$ cat src/rtl/bwt_pkg.sv
// Shared types and defaults for the streaming Burrows-Wheeler transform block.
package bwt_pkg;

    localparam int DEF_CHAR_W  = 8;
    localparam int DEF_MAX_LEN = 128;

    // Width of length-1 / index fields for a given maximum string length.
    function automatic int idx_w(input int max_len);
        return $clog2(max_len);
    endfunction

    typedef logic [DEF_CHAR_W-1:0] char_t;
    typedef char_t str_t [DEF_MAX_LEN];

    typedef enum logic [1:0] {LOAD, SORT, SEND} state_t;
    typedef enum logic       {C_IDLE, C_CMP}    core_state_t;

endpackage

$ cat src/rtl/bwt_sort_core.sv
// Rank-counting BWT sorter.
// For every rotation i, it counts the rotations that sort before i. It compares them
// one character per cycle, so latency depends on the data. Ties between equal
// rotations are broken by start offset. The rank of rotation i is where its last
// character lands in bwt.
module bwt_sort_core
    import bwt_pkg::*;
#(
    parameter  int CHAR_W  = DEF_CHAR_W,
    parameter  int MAX_LEN = DEF_MAX_LEN,
    localparam int IDX_W   = idx_w(MAX_LEN)
) (
    input  logic              clk,
    input  logic              rst,
    input  logic              start,
    input  logic [IDX_W-1:0]  len,
    input  logic [CHAR_W-1:0] str [MAX_LEN],
    output logic              done,
    output logic [CHAR_W-1:0] bwt [MAX_LEN],
    output logic [IDX_W-1:0]  prim,
    output core_state_t       dbg_state
);

    core_state_t      state;
    logic [IDX_W-1:0] i, j, k, pi, pj, cnt;

    logic [CHAR_W-1:0] ci, cj;
    logic              same, resolved, inc;
    logic [IDX_W-1:0]  cnt_nxt, pi_nxt, pj_nxt, last_src;

    assign dbg_state = state;

    // Compare one character of rotation j against rotation i, and decide whether j ranks below i.
    always_comb begin
        ci       = str[pi];
        cj       = str[pj];
        same     = (j == i);
        resolved = same || (cj != ci) || (k == len);
        inc      = !same && ((cj < ci) || ((cj == ci) && (k == len) && (j < i)));
        cnt_nxt  = cnt + {{(IDX_W-1){1'b0}}, inc};
        pi_nxt   = (pi == len) ? '0 : pi + 1'b1;
        pj_nxt   = (pj == len) ? '0 : pj + 1'b1;
        last_src = (i == '0) ? len : i - 1'b1;
    end

    // Walk the (i, j, k) loops. Rotation i's rank is final once j has passed len.
    always_ff @(posedge clk) begin
        if (rst) begin
            state <= C_IDLE;
            done  <= 1'b0;
            prim  <= '0;
            i     <= '0;
            j     <= '0;
            k     <= '0;
            pi    <= '0;
            pj    <= '0;
            cnt   <= '0;
        end else begin
            done <= 1'b0;
            case (state)
                C_IDLE: begin
                    if (start) begin
                        i     <= '0;
                        j     <= '0;
                        k     <= '0;
                        pi    <= '0;
                        pj    <= '0;
                        cnt   <= '0;
                        state <= C_CMP;
                    end
                end
                C_CMP: begin
                    if (!resolved) begin
                        k  <= k + 1'b1;
                        pi <= pi_nxt;
                        pj <= pj_nxt;
                    end else if (j == len) begin
                        bwt[cnt_nxt] <= str[last_src];
                        if (i == '0)
                            prim <= cnt_nxt;
                        if (i == len) begin
                            done  <= 1'b1;
                            state <= C_IDLE;
                        end else begin
                            i   <= i + 1'b1;
                            pi  <= i + 1'b1;
                            j   <= '0;
                            pj  <= '0;
                            k   <= '0;
                            cnt <= '0;
                        end
                    end else begin
                        j   <= j + 1'b1;
                        pj  <= j + 1'b1;
                        pi  <= i;
                        k   <= '0;
                        cnt <= cnt_nxt;
                    end
                end
                default: state <= C_IDLE;
            endcase
        end
    end

endmodule

$ cat src/rtl/bwt_stream_top.sv
// Streaming BWT wrapper. It loads a string, sorts it with bwt_sort_core, then
// streams out the BWT with the primary index on every beat.
// Handshake rule on both ports: a beat transfers on a rising clk edge where
// valid & ready are both high. Once valid is raised, the source holds
// data/last/index stable until that transfer.
module bwt_stream_top
    import bwt_pkg::*;
#(
    parameter  int CHAR_W  = DEF_CHAR_W,
    parameter  int MAX_LEN = DEF_MAX_LEN,
    localparam int IDX_W   = idx_w(MAX_LEN)
) (
    input  logic              clk,
    input  logic              rst,
    input  logic              s_valid,
    output logic              s_ready,
    input  logic [CHAR_W-1:0] s_data,
    input  logic              s_last,
    output logic              m_valid,
    input  logic              m_ready,
    output logic [CHAR_W-1:0] m_data,
    output logic              m_last,
    output logic [IDX_W-1:0]  m_index,
    output logic              busy,
    output logic              err_ovf,
    output state_t            dbg_state
);

    localparam logic [IDX_W:0] FULL = (IDX_W+1)'(MAX_LEN);

    state_t            state;
    logic [IDX_W:0]    wr_ptr;
    logic              drop;
    logic [IDX_W-1:0]  len;
    logic [IDX_W-1:0]  out_ptr;
    logic [IDX_W-1:0]  nxt_ptr;
    logic [CHAR_W-1:0] str_buf [MAX_LEN];
    logic              core_start, core_done;
    logic [CHAR_W-1:0] core_bwt [MAX_LEN];
    logic [IDX_W-1:0]  core_prim;
    core_state_t       core_dbg;
    logic              in_beat, wr_en;

    assign dbg_state = state;
    assign in_beat   = s_valid && s_ready;
    assign wr_en     = in_beat && !drop && (wr_ptr != FULL);
    assign nxt_ptr   = out_ptr + 1'b1;

    // Input buffer. It is written only with in-range beats of a string that is not being dropped.
    always_ff @(posedge clk) begin
        if (wr_en)
            str_buf[wr_ptr[IDX_W-1:0]] <= s_data;
    end

    // Main FSM. It handles load and overflow tracking, core launch, and the registered output sequencer.
    always_ff @(posedge clk) begin
        if (rst) begin
            state      <= LOAD;
            wr_ptr     <= '0;
            drop       <= 1'b0;
            len        <= '0;
            out_ptr    <= '0;
            s_ready    <= 1'b1;
            m_valid    <= 1'b0;
            m_data     <= '0;
            m_last     <= 1'b0;
            m_index    <= '0;
            busy       <= 1'b0;
            err_ovf    <= 1'b0;
            core_start <= 1'b0;
        end else begin
            err_ovf    <= 1'b0;
            core_start <= 1'b0;
            case (state)
                LOAD: begin
                    if (in_beat) begin
                        if (drop || wr_ptr == FULL) begin
                            // Overlong string: swallow beats until its s_last beat.
                            if (s_last) begin
                                err_ovf <= 1'b1;
                                drop    <= 1'b0;
                                wr_ptr  <= '0;
                            end else begin
                                drop <= 1'b1;
                            end
                        end else begin
                            wr_ptr <= wr_ptr + 1'b1;
                            if (s_last) begin
                                len     <= wr_ptr[IDX_W-1:0];
                                s_ready <= 1'b0;
                                busy    <= 1'b1;
                                if (wr_ptr == '0) begin
                                    // A single character is its own BWT. No sort is needed.
                                    state   <= SEND;
                                    out_ptr <= '0;
                                    m_valid <= 1'b1;
                                    m_data  <= s_data;
                                    m_last  <= 1'b1;
                                    m_index <= '0;
                                end else begin
                                    state      <= SORT;
                                    core_start <= 1'b1;
                                end
                            end
                        end
                    end
                end
                SORT: begin
                    if (core_done) begin
                        state   <= SEND;
                        out_ptr <= '0;
                        m_valid <= 1'b1;
                        m_data  <= core_bwt[0];
                        m_last  <= 1'b0;
                        m_index <= core_prim;
                    end
                end
                SEND: begin
                    if (m_ready) begin
                        if (m_last) begin
                            m_valid <= 1'b0;
                            m_last  <= 1'b0;
                            wr_ptr  <= '0;
                            busy    <= 1'b0;
                            s_ready <= 1'b1;
                            state   <= LOAD;
                        end else begin
                            out_ptr <= nxt_ptr;
                            m_data  <= core_bwt[nxt_ptr];
                            m_last  <= (nxt_ptr == len);
                        end
                    end
                end
                default: state <= LOAD;
            endcase
        end
    end

    bwt_sort_core #(
        .CHAR_W (CHAR_W),
        .MAX_LEN(MAX_LEN)
    ) u_core (
        .clk      (clk),
        .rst      (rst),
        .start    (core_start),
        .len      (len),
        .str      (str_buf),
        .done     (core_done),
        .bwt      (core_bwt),
        .prim     (core_prim),
        .dbg_state(core_dbg)
    );

endmodule
$ cat config.mk
export PLATFORM = sky130hd
export DESIGN_NAME = bwt_stream_top
export DESIGN_NICKNAME = d
export VERILOG_FILES = /design/src/rtl/bwt_pkg.sv /design/src/rtl/bwt_sort_core.sv /design/src/rtl/bwt_stream_top.sv
export SDC_FILE = /design/constraint.sdc
export NUM_CORES = 2
export LEC_CHECK = 0
export BUFFER_PORTS_ARGS = -buffer_cell sky130_fd_sc_hd__clkbuf_2
export CORE_MARGIN = 2
export CORE_UTILIZATION = 55
export DETAILED_ROUTE_END_ITERATION = 8
export PLACE_DENSITY = 0.71
export RECOVER_POWER = 100
export SLEW_MARGIN = 20
export SYNTH_ARGS = -nofsm -noshare
export SYNTH_HDL_FRONTEND = slang
export SYNTH_SLANG_ARGS = --single-unit
export TNS_END_PERCENT = 10
$ cat constraint.sdc
create_clock -name clk -period 9.5 [get_ports clk]
set_input_delay 0.475 -clock clk [delete_from_list [all_inputs] [get_ports clk]]
set_output_delay 0.475 -clock clk [all_outputs]
set_load 0.02 [all_outputs]
After elaboration in Yosys (flattened, before gate mapping)
Cells that the tools add are included.
{ "word_totals": {"regBits": 2145, "latchBits": 0, "ram_bits": 0, "mem_bits_ro": 0, "inputBits": 13, "output_inout_bits": 22, "wordCells": 480, "mem_count": 0} }
{ "classes": {"add_sub_neg": 9, "n_mul": 0, "div_mod_pow": 0, "n_lt_le_gt_ge": 10, "eq_ne": 28, "shift": 0, "muxes": 104, "bitwise_logic": 14, "n_reduce_logical": 37} }
{ "ops": {"columns": ["operator", "count"], "rows": [
  ["1024-bit bitwise mux", 2],
  ["8-bit binary-select mux with 7-bit select", 4],
  ["8-bit 2-to-1 mux", 22],
  ["7-bit 2-to-1 mux", 25],
  ["8-bit demux with 7-bit select", 2],
  ["7-bit case mux with 2 select lines", 7],
  ["7-bit == test", 7],
  ["8-bit greater-or-equal comparator (second input constant)", 6],
  ["7-bit NOT with 8-bit output", 6],
  ["7-bit by 1-bit adder with 7-bit output (second input constant)", 6],
  ["1-bit 2-to-1 mux", 26],
  ["8-bit case mux with 3 select lines", 1],
  ["2-bit inequality test (second input constant)", 11],
  ["7-bit case mux with 3 select lines", 1],
  ["6-bit AND reduction", 3],
  ["8-bit by 1-bit less-than comparator with 1-bit output (second input constant)", 2],
  ["8-bit case mux with 2 select lines", 1],
  ["4-bit AND reduction", 4],
  ["8-bit AND reduction", 2],
  ["2-bit 2-to-1 mux", 7],
  ["8-bit by 1-bit adder with 8-bit output (second input constant)", 1],
  ["8-bit == test", 1],
  ["8-bit == test (second input constant)", 1],
  ["1-bit logical AND", 8],
  ["other kinds (28)", 46]
]} }

Longest topological paths before layout
{ "logic_depth": {"ltp_word": 16, "mapped_depth": 22, "ltp_nobuf": 19} }

By module
From an unflattened synthesis, not the netlist that was laid out.
{ "unflattened": {"cells_unflattened": 5822, "hier_area_um2": 101677.5} }
{ "by_module_without_submodules": {"columns": ["mod", "n_inst", "cells_per_inst", "area_each_um2", "seq_area_each_um2"], "rows": [
  ["bwt_sort_core", 1, 3688, 59482.0, 31770.5],
  ["bwt_stream_top", 1, 2134, 42195.5, 31670.4]
]} }

Least setup slack after synthesis
OpenSTA, ideal clock, no wires.
{ "synth_path": {"path_kind": "reg-to-reg", "from": "reg u_core.i[0]", "to": "reg u_core.bwt[1001] (netlist name), data pin", "setup_ps": 919, "arrival_ps": 6589, "required_time_ps": 8581, "setup_slack_ps": 1992, "path_stages_with_launch": 17, "path_buffers": 6, "synth_period_minus_slack_ps": 7508, "cell_sequence": "dfxtp_1 -> clkbuf_1 -> inv_1 -> ha_1 -> buf_2 -> or4b_4 -> or3_1 -> and2_4 -> buf_6 -> buf_6 -> buf_2 -> buf_2 -> a31oi_1 -> nor2_1 -> a21oi_1 -> o211ai_1 -> a22oi_1"} }
{ "synth_between": {"elab_chain_cells": 11, "elab_cells_between_ends": 21, "cone_classes": "add/sub (2); order compare (3); eq/ne (1); mux (7); bitwise (2); reduce/logical (6)"} }
{ "synth_lines": {"columns": ["element", "line_no", "text"], "rows": [
  ["start: declaration", "bwt_sort_core.sv:25", "logic [IDX_W-1:0] i, j, k, pi, pj, cnt;"],
  ["start signal: assignment", "bwt_sort_core.sv:85", "i <= i + 1'b1;"],
  ["7-bit less-than comparator", "bwt_sort_core.sv:39", "inc = !same && ((cj < ci) || ((cj == ci) && (k == len) && (j < i)));"],
  ["1-bit logical AND", "bwt_sort_core.sv:39", null],
  ["1-bit logical OR", "bwt_sort_core.sv:39", null],
  ["1-bit logical AND", "bwt_sort_core.sv:39", null],
  ["7-bit by 1-bit adder with 7-bit output", "bwt_sort_core.sv:40", "cnt_nxt = cnt + {{(IDX_W-1){1'b0}}, inc};"],
  ["7-bit NOT with 8-bit output (implied by the code)", "bwt_sort_core.sv:78", "bwt[cnt_nxt] <= str[last_src];"],
  ["8-bit greater-or-equal comparator (implied by the code) / 8-bit by 1-bit less-than comparator with 1-bit output (equally long branches)", "bwt_sort_core.sv:78", null],
  ["1-bit logical AND (implied by the code)", "bwt_sort_core.sv:78", null],
  ["8-bit 2-to-1 mux (implied by the code)", "bwt_sort_core.sv:78", null],
  ["8-bit demux with 7-bit select", "bwt_sort_core.sv:78", null],
  ["1024-bit bitwise mux (*)", "bwt_sort_core.sv:78", null],
  ["end signal: indexed assignment", "bwt_sort_core.sv:78", null],
  ["end: declaration", "bwt_sort_core.sv:19", "output logic [CHAR_W-1:0] bwt [MAX_LEN],"]
]} }
Mark *: on every way between the ends. The rest lies on a longest branch, timed or not. The select of a mux whose other input is x is not followed.
A chain may end at the register's enable or synchronous reset.

Final worst setup path
{ "layout_path": {"from": "reg u_core.i[0]", "to": "reg u_core.bwt[803] (netlist name), data pin"} }
The elaborated chain is that of the path after synthesis.

==> metrics.md <==
| Metric | Value |
|---|---|
| Largest net degree at the start of global routing | `129` |
| Power share of the clock group | `38.9%` |
| Placer Congestion | `0.961` |
| Synth top area cells | `edfxtp_1 60%, mux4_2 22%, nand2_1 2.9%, dfxtp_1 1.9%, mux2i_1 1.4%` |
| TritonCTS buffer count | `212` |
| Count of flip-flops with a built-in enable after synthesis | `2048` |
| Post-Syn Nets | `6216` |
| CTS tree | `done` |
| Warnings from Yosys | `0` |
| Mux cell area share after synthesis | `23.6%` |
| Area grow syn2layout | `10.2%` |
| Worst path max stage delay | `2.12 ns` |
| Antenna violations before repair | `13` |
| Leakage | `34.1 nW` |
| Buffers & Inverters on Critical Path | `3` |
| # DRC | `0` |
| Layout cells sized above 1 | `24.5%` |
| Final setup viols | `0` |
| Synth top area share | `60.3%` |
| Setup tns final | `0 ns` |
| Failing checks | `max-capacitance violations, max-slew violations` |
| Tightest Pin Transition | `4.35 ns` |
| Most numerous cell in the Yosys netlist | `edfxtp_1` |
| Synth Register Bits | `2145` |
| Post-synth cell types | `68` |
| Routed WL per cell | `35.2 um` |
| Filler cells | `13200` |
| Ports | `35` |
| Post-Synth Simple-Gate Area | `6.45%` |
| Setup Buffers After CTS | `0` |
| Cell area after synthesis | `0.102 mm2` |
| Met2 WL | `142 mm` |
| Worst VDD drop | `0.000210 V` |
| GRT Overall Usage | `33.0%` |
| WP data required | `10.08 ns` |
| Seq/Total Area, Yosys | `62.2%` |
| Final nets | `6161` |
| Main combinational cell family by area after synthesis | `multiplexers` |
| Compound-cell area share of the yosys netlist | `4.58%` |
| CP max FO | `128` |
| Clk sinks | `2145` |
| RSZ-0062 raised after global routing | `false` |
| Crit path DAT | `9.61 ns` |
| Clk buf depth | `3` |
| Die Y-Extent | `435 um` |
| Mean Syn Cell Area | `16.5 um2` |
| Post-Route Utilization | `60.8%` |
| Crit-path leading delay family | `simple AND/OR/NAND/NOR gates` |
| Initial core utilization | `55.2%` |
| Max Slew Vio Count | `1357` |
| Synthesized-area fraction occupied by adder cells | `0.368%` |
| Reg clk slew, reported paths | `0.06 ns` |
| Largest area contributor in the netlist | `edfxtp_1` |
| Crit-path cells | `inv_1, ha_1, nor4b_4, nand3_1, nand2_1, buf_4, nand2_1, and3_1, a31oi_1, a2111oi_0, a2111oi_0, o32a_2, buf_12` |
| # port buffers | `34` |
| Min cycle time layout | `9.03 ns` |
| Std-Cell Rows | `158` |
| WL final | `309 mm` |
| Sw Share | `25.4%` |
| Hold Buf Count CTS | `3` |
| Slowest cell on crit path | `nand2_1` |
| Vias in the first global route | `62100` |
| Max Clock Freq | `0.111 GHz` |
| H-tree depth | `4` |
| Min-delay worst type | `in2reg` |
| Commonest cells post-synth | `2048 x edfxtp_1, 992 x mux4_2, 778 x nand2_1` |
| Primary FF master, synth | `edfxtp_1` |
| Max-cap check violation count | `32` |
| Hold Fails Final Rpt | `0` |
| Cts repair resizes | `0` |
| Met3 Wirelength | `40.4 mm` |
| Vias/cell | `7.24` |
| Clock Skew | `0.0955 ns` |
| Top Layer Used | `met5` |
| Outcome | `complete, but fails checks` |
| XOR/XNOR Fraction of Synth Area | `0.704%` |
| Iter 0 DRT Violations | `11000` |
| PwrDens | `202 mW/mm2` |
| Dpl hpwl | `192 mm` |
| Total grt overflow | `0` |
| Routed via count | `63600` |
| DRT Pass-1 Iters | `8` |
| Mapped Cells | `6173` |
| Max-Slew Margin vs Limit | `-190%` |
| Type of origin of the critical path | `register` |
| WL met1 | `107 mm` |
| Global-route wire length before repair | `446 mm` |
| Power, Total | `22.7 mW` |
| Die Wd | `435 um` |
| Post-synth ARST share | `0%` |
| CP Class | `reg2reg` |
| Final Cycle Share | `95.0%` |
| Die footprint | `0.189 mm2` |
| Core ar. | `0.185 mm2` |
| Combinational share of power | `12.9%` |
| Root buffer cell | `clkbuf_16` |
| Antenna Nets Post-Route | `0` |
| Clock Latency Late Sink | `0.89 ns` |
| CP endpoint kind | `register` |
| Seq pwr share | `48.2%` |
| Switching power | `5.77 mW` |
| Int Power | `16.9 mW` |
-- tightest hold or removal path, cell delays in order --
cell and delay [ns]:
clkbuf_2 0.10, nand2_1 0.08, nand2_1 0.07, nand3_1 0.13, a211oi_1 0.08
-- power by group through the flow --
stage / registers (mW) / clock network [mW] / logic, mW
after CTS: 10.9 / 8.85 / 2.92
final: 10.9 / 8.82 / 2.94
after floorplan: 11.1 / 0 / 1.77
after detailed placement: 11.1 / 0 / 2.91
after global routing: 10.9 / 9.23 / 3.08
after global placement: 11.1 / 0 / 2.86
-- placed cells by master (no fill, tap or decap), types with 21 or more instances in the layout --
cell          n
nand2_1     777
a31oi_1     100
o21ai_0      53
a221oi_1     21
clkbuf_16   218
clkinv_1     40
inv_1        22
a21o_1       43
and3_1       89
dfxtp_1      87
nor2_1      361
buf_4       118
buf_12       30
ha_1         30
nor3_1       25
xnor2_1      43
nand3_1     155
nand4_1      22
xor2_1       35
a21oi_1     231
mux4_2      992
bufinv_16    29
edfxtp_1   2048
a211oi_1     44
clkinv_2     38
mux2i_1     145
clkbuf_1     93
o22ai_1      38
a2111oi_0    29
-- layout make-up --
class,count,area [um2],area share [%]
clock inverters,140,1720,1.53
multi-input cells,3519,36600,32.6
well taps,2480,3100,2.76
flip-flops and latches,2145,63500,56.5
clock buffers,258,5620,5.00
diodes,3,7.51,0.00668
inverters,22,82.6,0.0735
repair buffers,218,1780,1.58
-- flip-flops by register name, summed over array words and instances (netlist names), 2 cells and up --
name and count:
out_ptr 7, u_core.k 7, dbg_state 2, m_index 7
u_core.bwt 1024, u_core.i 7, u_core.j 7, str_buf 1024
u_core.cnt 7, u_core.prim 7, wr_ptr 8, u_core.pj 7
u_core.pi 7, len 7, m_data 8
-- cells by family after synthesis --
| group | count (synthesis) |
|---|---|
| compound gates | 711 |
| xor+xnor | 82 |
| fa+ha+maj | 30 |
| buf+inv | 509 |
| flops | 2145 |
| mux | 1161 |
| simple gates | 1535 |
-- metal layers --
| layer | up-vias | global-route usage [%] |
|---|---|---|
| li1 | 25100 | - |
| met1 | 32500 | 44.1 |
| met2 | 4994 | 49.8 |
| met3 | 995 | 9.21 |
| met4 | 12 | 17.2 |
| met5 | - | 0 |
-- path summary, 6_finish.rpt --
check	from	slack (ns)	endpoint	depth (start not counted)
worst min-delay path	m_ready	0.09	dbg_state[0]	5
worst max-delay path	u_core.i[0]	0.47	u_core.bwt[803]	13
worst max register to register	u_core.i[0]	0.47	u_core.bwt[803]	13
worst min register to register	m_index[1]	0.47	m_index[1]	2
-- per-stage QoR --
stage / hold slack [ns] / instances / cell area [um2] / setup WS, ns
4_1_cts: 0.0306 / 8781 / 113000 / 1.14
3_3_place_gp: 0.446 / 8380 / 105000 / 1.18
3_5_place_dp: 0.456 / 8380 / 105000 / 1.26
2_1_floorplan: 0.448 / 6173 / 102000 / 1.99
6_report: 0.0874 / 8785 / 112000 / 0.474
5_1_grt: 0.115 / 8783 / 112000 / 0.357
No activity file was read; power rests on OpenSTA's default activity.
